==> src/rtl/proc_pkg.sv <==
// Shared definitions for the processor-side blocks: opcodes, instruction
// field positions and the feeder state encoding.
package proc_pkg;

  localparam int WORD_W = 9;

  localparam int I_MSB = 8;
  localparam int I_LSB = 6;
  localparam int X_MSB = 5;
  localparam int X_LSB = 3;
  localparam int Y_MSB = 2;
  localparam int Y_LSB = 0;

  localparam logic [2:0] OP_MV   = 3'b000;
  localparam logic [2:0] OP_MVI  = 3'b001;
  localparam logic [2:0] OP_ADD  = 3'b010;
  localparam logic [2:0] OP_SUB  = 3'b011;
  localparam logic [2:0] OP_HALT = 3'b111;

  typedef enum logic [2:0] {
    ST_IDLE  = 3'd0,
    ST_FETCH = 3'd1,
    ST_ISSUE = 3'd2,
    ST_IMM   = 3'd3,
    ST_WAIT  = 3'd4,
    ST_HALT  = 3'd5
  } feeder_state_t;

  function automatic logic [2:0] opcode_of(input logic [WORD_W-1:0] w);
    return w[I_MSB:I_LSB];
  endfunction

  function automatic logic [2:0] xreg_of(input logic [WORD_W-1:0] w);
    return w[X_MSB:X_LSB];
  endfunction

  function automatic logic [2:0] yreg_of(input logic [WORD_W-1:0] w);
    return w[Y_MSB:Y_LSB];
  endfunction

endpackage

==> src/rtl/prog_mem.sv <==
// DEPTH x WIDTH storage array: synchronous write, combinational read.
// Contents are deliberately not reset so a loaded program survives Resetn.
module prog_mem
  import proc_pkg::*;
#(
  parameter int ADDR_W = 5,
  parameter int DEPTH  = 2**ADDR_W,
  parameter int WIDTH  = WORD_W
) (
  input  logic              Clock,
  input  logic              we,
  input  logic [ADDR_W-1:0] waddr,
  input  logic [WIDTH-1:0]  wdata,
  input  logic [ADDR_W-1:0] raddr,
  output logic [WIDTH-1:0]  rdata
);

  logic [WIDTH-1:0] mem_reg [DEPTH];

  always_ff @(posedge Clock) begin
    if (we) begin
      mem_reg[waddr] <= wdata;
    end
  end

  assign rdata = mem_reg[raddr];

endmodule

==> src/rtl/proc_feeder.sv <==
// Initiator for the processor's DIN/Run/Done interface: steps through a
// loadable program, issuing each word (plus the mvi immediate) and waiting for Done.
module proc_feeder
  import proc_pkg::*;
#(
  parameter int ADDR_W  = 5,
  parameter int DEPTH   = 2**ADDR_W,
  parameter int TIMEOUT = 15
) (
  input  logic              Clock,
  input  logic              Resetn,
  input  logic              Start,
  input  logic              ProgWe,
  input  logic [ADDR_W-1:0] ProgAddr,
  input  logic [WORD_W-1:0] ProgData,
  input  logic              Done,
  output logic [WORD_W-1:0] DIN,
  output logic              Run,
  output logic [ADDR_W-1:0] PC,
  output logic [15:0]       InstrCount,
  output logic              Busy,
  output logic              Halted,
  output logic              Error
);

  localparam int TMR_W = $clog2(TIMEOUT + 1);

  feeder_state_t     state_reg, state_next;
  logic [WORD_W-1:0] din_reg, din_next;
  logic              run_reg, run_next;
  logic [ADDR_W-1:0] pc_reg, pc_next;
  logic [15:0]       cnt_reg, cnt_next;
  logic              busy_reg, busy_next;
  logic              halted_reg, halted_next;
  logic              err_reg, err_next;
  logic [TMR_W-1:0]  tmr_reg, tmr_next;
  logic              mvi_reg, mvi_next;

  logic              mem_we;
  logic [ADDR_W-1:0] mem_raddr;
  logic [WORD_W-1:0] mem_rdata;

  function automatic logic [ADDR_W-1:0] pc_add(input logic [ADDR_W-1:0] pc, input int n);
    int sum;
    sum = (int'(pc) + n) % DEPTH;
    return ADDR_W'(sum);
  endfunction

  prog_mem #(
    .ADDR_W (ADDR_W),
    .DEPTH  (DEPTH),
    .WIDTH  (WORD_W)
  ) u_prog_mem (
    .Clock (Clock),
    .we    (mem_we),
    .waddr (ProgAddr),
    .wdata (ProgData),
    .raddr (mem_raddr),
    .rdata (mem_rdata)
  );

  always_ff @(posedge Clock or negedge Resetn) begin
    if (!Resetn) begin
      state_reg  <= ST_IDLE;
      din_reg    <= '0;
      run_reg    <= 1'b0;
      pc_reg     <= '0;
      cnt_reg    <= '0;
      busy_reg   <= 1'b0;
      halted_reg <= 1'b0;
      err_reg    <= 1'b0;
      tmr_reg    <= '0;
      mvi_reg    <= 1'b0;
    end else begin
      state_reg  <= state_next;
      din_reg    <= din_next;
      run_reg    <= run_next;
      pc_reg     <= pc_next;
      cnt_reg    <= cnt_next;
      busy_reg   <= busy_next;
      halted_reg <= halted_next;
      err_reg    <= err_next;
      tmr_reg    <= tmr_next;
      mvi_reg    <= mvi_next;
    end
  end

  always_comb begin
    state_next = state_reg;
    din_next   = din_reg;
    run_next   = run_reg;
    pc_next    = pc_reg;
    cnt_next   = cnt_reg;
    err_next   = err_reg;
    tmr_next   = tmr_reg;
    mvi_next   = mvi_reg;
    mem_we     = 1'b0;
    mem_raddr  = pc_reg;

    case (state_reg)
      ST_IDLE, ST_HALT: begin
        // A write in the same cycle as Start takes priority; Start is dropped.
        if (ProgWe) begin
          mem_we = 1'b1;
        end else if (Start) begin
          pc_next    = '0;
          err_next   = 1'b0;
          state_next = ST_FETCH;
        end
      end
      ST_FETCH: begin
        if (opcode_of(mem_rdata) == OP_HALT) begin
          state_next = ST_HALT;
        end else begin
          din_next   = mem_rdata;
          run_next   = 1'b1;
          state_next = ST_ISSUE;
        end
      end
      ST_ISSUE: begin
        tmr_next = '0;
        mvi_next = (opcode_of(din_reg) == OP_MVI);
        if (opcode_of(din_reg) == OP_MVI) begin
          mem_raddr  = pc_add(pc_reg, 1);
          din_next   = mem_rdata;
          state_next = ST_IMM;
        end else begin
          state_next = ST_WAIT;
        end
      end
      ST_IMM: begin
        state_next = ST_WAIT;
      end
      ST_WAIT: begin
        if (Done) begin
          run_next   = 1'b0;
          din_next   = '0;
          cnt_next   = cnt_reg + 16'd1;
          pc_next    = pc_add(pc_reg, mvi_reg ? 2 : 1);
          state_next = ST_FETCH;
        end else if (tmr_reg == TMR_W'(TIMEOUT - 1)) begin
          // Last permitted WAIT cycle passed without Done: give up.
          err_next   = 1'b1;
          run_next   = 1'b0;
          din_next   = '0;
          state_next = ST_HALT;
        end else begin
          tmr_next = tmr_reg + TMR_W'(1);
        end
      end
      default: begin
        state_next = ST_IDLE;
      end
    endcase

    busy_next   = state_next inside {ST_FETCH, ST_ISSUE, ST_IMM, ST_WAIT};
    halted_next = (state_next == ST_HALT);
  end

  assign DIN        = din_reg;
  assign Run        = run_reg;
  assign PC         = pc_reg;
  assign InstrCount = cnt_reg;
  assign Busy       = busy_reg;
  assign Halted     = halted_reg;
  assign Error      = err_reg;

endmodule

==> config.mk <==
export PLATFORM = sky130hd
export DESIGN_NAME = proc_feeder
export DESIGN_NICKNAME = d
export VERILOG_FILES = /design/src/rtl/proc_pkg.sv /design/src/rtl/prog_mem.sv /design/src/rtl/proc_feeder.sv
export SDC_FILE = /design/constraint.sdc
export NUM_CORES = 1
export LEC_CHECK = 0
export BUFFER_PORTS_ARGS = -buffer_cell sky130_fd_sc_hd__buf_2
export CORE_UTILIZATION = 44
export CTS_BUF_LIST = sky130_fd_sc_hd__clkbuf_8
export DETAILED_ROUTE_END_ITERATION = 12
export PLACE_DENSITY_LB_ADDON = 0.05
export RECOVER_POWER = 100
export SETUP_SLACK_MARGIN = 0.3
export SYNTH_ARGS = -nofsm -noshare
export SYNTH_HDL_FRONTEND = slang
export SYNTH_SLANG_ARGS = --single-unit
export TNS_END_PERCENT = 30
==> constraint.sdc <==
create_clock -name Clock -period 3.4 [get_ports Clock]
set_input_delay 0.34 -clock Clock [delete_from_list [all_inputs] [get_ports Clock]]
set_output_delay 0.34 -clock Clock [all_outputs]
set_load 0.03 [all_outputs]
==> impl_metrics.env <==
export IMPL_outcome="finished, violations left"
export IMPL_violations="max-capacitance violations, max-slew violations"
export IMPL_coreArea_um2=32600
export IMPL_async_flop_share=0.127
export IMPL_sw_frac_of_total=0.328
export IMPL_crit_type="register to register"
export IMPL_io_pins=53
export IMPL_drt_initial_drc_count=913
export IMPL_fmax_mhz=323
export IMPL_crit_slowest_cell="or4b_4"
export IMPL_dp_hpwl_um=25800
export IMPL_synth_cells=1023
export IMPL_period_needed_ns=3.09
export IMPL_port_buffers=52
export IMPL_p_leak_nw=5.80
export IMPL_switching_power_mw=3.94
export IMPL_tns_ns=0
export IMPL_n_antenna_cell=0
export IMPL_stdcell_count=1656
export IMPL_hp_class="primary input to register"
export IMPL_syn_area_um2=14600
export IMPL_placed_cells=1539
export IMPL_layout_commonest_cell="edfxtp_1"
export IMPL_dominantRegCellSynth="edfxtp_1"
export IMPL_antenna_found_initial=0
export IMPL_cp_cell_sequence="or4b_4 > buf_8 > nor2_4 > o31ai_1 > or4_1 > a21oi_2 > nor4_2 > a41oi_4 > buf_12 > mux2_2"
export IMPL_cp_required_ns=3.88
export IMPL_fp_dieH_um=184
export IMPL_vdd_drop_max_uv=554
export IMPL_wl_per_cell_um=23.7
export IMPL_cap_violations=5
export IMPL_clock_power_share=0.295
export IMPL_clockBufferDepth=3
export IMPL_via_count=9436
export IMPL_ant_nets=0
export IMPL_fillers=2848
export IMPL_ys_seq_area_frac=0.663
export IMPL_layout_nets=1196
export IMPL_cts_buffers=56
export IMPL_vias_per_cell=5.70
export IMPL_relSlewSlack=-0.136
export IMPL_synth_yosys_warnings=0
export IMPL_timing_final_ws_setup_ns=0.307
export IMPL_routed_wl_um=39200
export IMPL_cts_tree="done"
export IMPL_stdcell_area_um2=17200
export IMPL_period_share=0.910
export IMPL_synth_edf_count=288
export IMPL_largest_register_ffs=288
export IMPL_intPower_mw=8.08
export IMPL_end_kind="register"
export IMPL_holdPathStages=4
export IMPL_ys_seq_elements=330
export IMPL_skew_ns=0.0314
export IMPL_place_gp_congestion=0.949
export IMPL_placed_area_um2=16000
export IMPL_max_stage_delay_ns=0.55
export IMPL_synth_nets=1049
export IMPL_dieArea_um2=34000
export IMPL_dp_slack_ns=0.159
export IMPL_cts_sinks=330
export IMPL_p_per_area_nw_per_um2=699
export IMPL_drc=0
export IMPL_htreeDepth=2
export IMPL_grt_usage=0.237
export IMPL_clkLatencyLatePin_ns=0.62
export IMPL_rrSetupSlack_ns=0.31
export IMPL_grt_ovfl_total=0
export IMPL_combPwrFrac=0.309
export IMPL_drive_gt1_frac=0.199
export IMPL_drv_slew=132
export IMPL_worstPathArrival_ns=3.57
export IMPL_rsz0062_at_grt="true"
export IMPL_critPathMaxFanout=8
export IMPL_cts_clk_slew_worst_paths_ns=0.06
export IMPL_grt_pass1_vias=9412
export IMPL_setup_viol=0
export IMPL_reg2reg_depth=10
export IMPL_most_common_layout_cells="edfxtp_1, nand2_1, clkbuf_1"
export IMPL_start_util=0.449
export IMPL_cts_root_buffer="clkbuf_8"
export IMPL_yosysUniqueCellTypes=68
export IMPL_chipWidth_um=184
export IMPL_drt_pass1_iterations=6
export IMPL_placementRows=66
export IMPL_crit_path_start_kind="register"
export IMPL_final_hold_viol_count=0
export IMPL_syn_area_per_cell_um2=14.3
export IMPL_seqPwrFrac=0.396
export IMPL_grt_pass1_wl_um=58600
export IMPL_tightestPinTransition_ns=1.70
export IMPL_area_growth_pct=17.4
export IMPL_grt_max_degree=56
final cells by class:
class	instances	area (µm²)	area share
multi-input cells	622	4790	0.279
flip-flops and latches	330	9700	0.565
inverters	10	37.5	0.00218
repair buffers	150	985	0.0573
clock buffers	56	771	0.0448
well taps	442	553	0.0322
clock inverters	46	342	0.0199
final timing paths:
| kind | startpoint | endpoint |
|---|---|---|
| setup / recovery | DIN[8] | DIN[1] |
| hold / removal | Done | Error |
| setup reg to reg | DIN[8] | DIN[1] |
| hold reg to reg | InstrCount[15] | InstrCount[15] |
| max in group asynchronous | Resetn | DIN[8] |
| min in group asynchronous | Resetn | PC[2] |
stage by stage:
step	utilization	hold slack, ns	total power, mW
global route	0.527	0.153	12.6
global placement	0.489	0.456	8.31
CTS	0.526	0.0744	12.0
finish	0.527	0.109	12.0
floorplan	-	0.0444	7.06
detailed placement	0.489	0.461	8.32
per-layer routing:
metal	up-vias	global-route usage	routed length (µm)
met5	-	0	0
met2	263	0.384	18800
met1	4767	0.329	17600
met4	0	0.0700	930
met3	69	0.0369	1930
li1	4337	-	-
cells by family after synthesis:
group / share of synthesized area
AO/OA/AOI/OAI: 0.0939
XOR/XNOR: 0.0156
adder cells (fa/ha/maj): 0.00650
buffers and inverters: 0.0212
flip-flops: 0.663
multiplexers: 0.0967
AND/OR/NAND/NOR: 0.103
synthesized netlist by cell type (24+ instances only):
library cell,n,share of area
dfrtp_1,42,0.072
clkbuf_1,40,0.010
o21ai_0,30,0.010
edfxtp_1,288,0.59
mux4_2,39,0.060
nand2_1,92,0.024
and3_1,63,0.027
a211oi_1,60,0.031
nor2_1,64,0.016
mux2i_1,39,0.027
a31oi_1,24,0.010
critical path: cells and delay by family, from the launching register on:
family / cells / cell delay (ns)
and+or+nand+nor: 4 / 1.31
AOI/OAI and AO/OA: 3 / 0.53
DFF: 1 / 0.43
buffers and inverters: 2 / 0.34
muxes: 1 / 0.33
timing repair:
action | CTS | global route
gates cloned | 0 | 0
hold buffers | 1 | 0
setup endpoints to repair | 6 | 7
buffers inserted | 6 | 8
gates resized for setup | 8 | 33
pin swaps | 4 | 16
hold endpoints to repair | 42 | 0
power groups by stage:
stage	combinational, mW	sequential, mW	clock, mW
finish	3.71	4.76	3.55
global route	3.98	4.78	3.81
CTS	3.61	4.75	3.63
detailed placement	3.49	4.82	0
floorplan	2.07	4.99	0
global placement	3.48	4.82	0
Power figures use the tool's default switching activity.
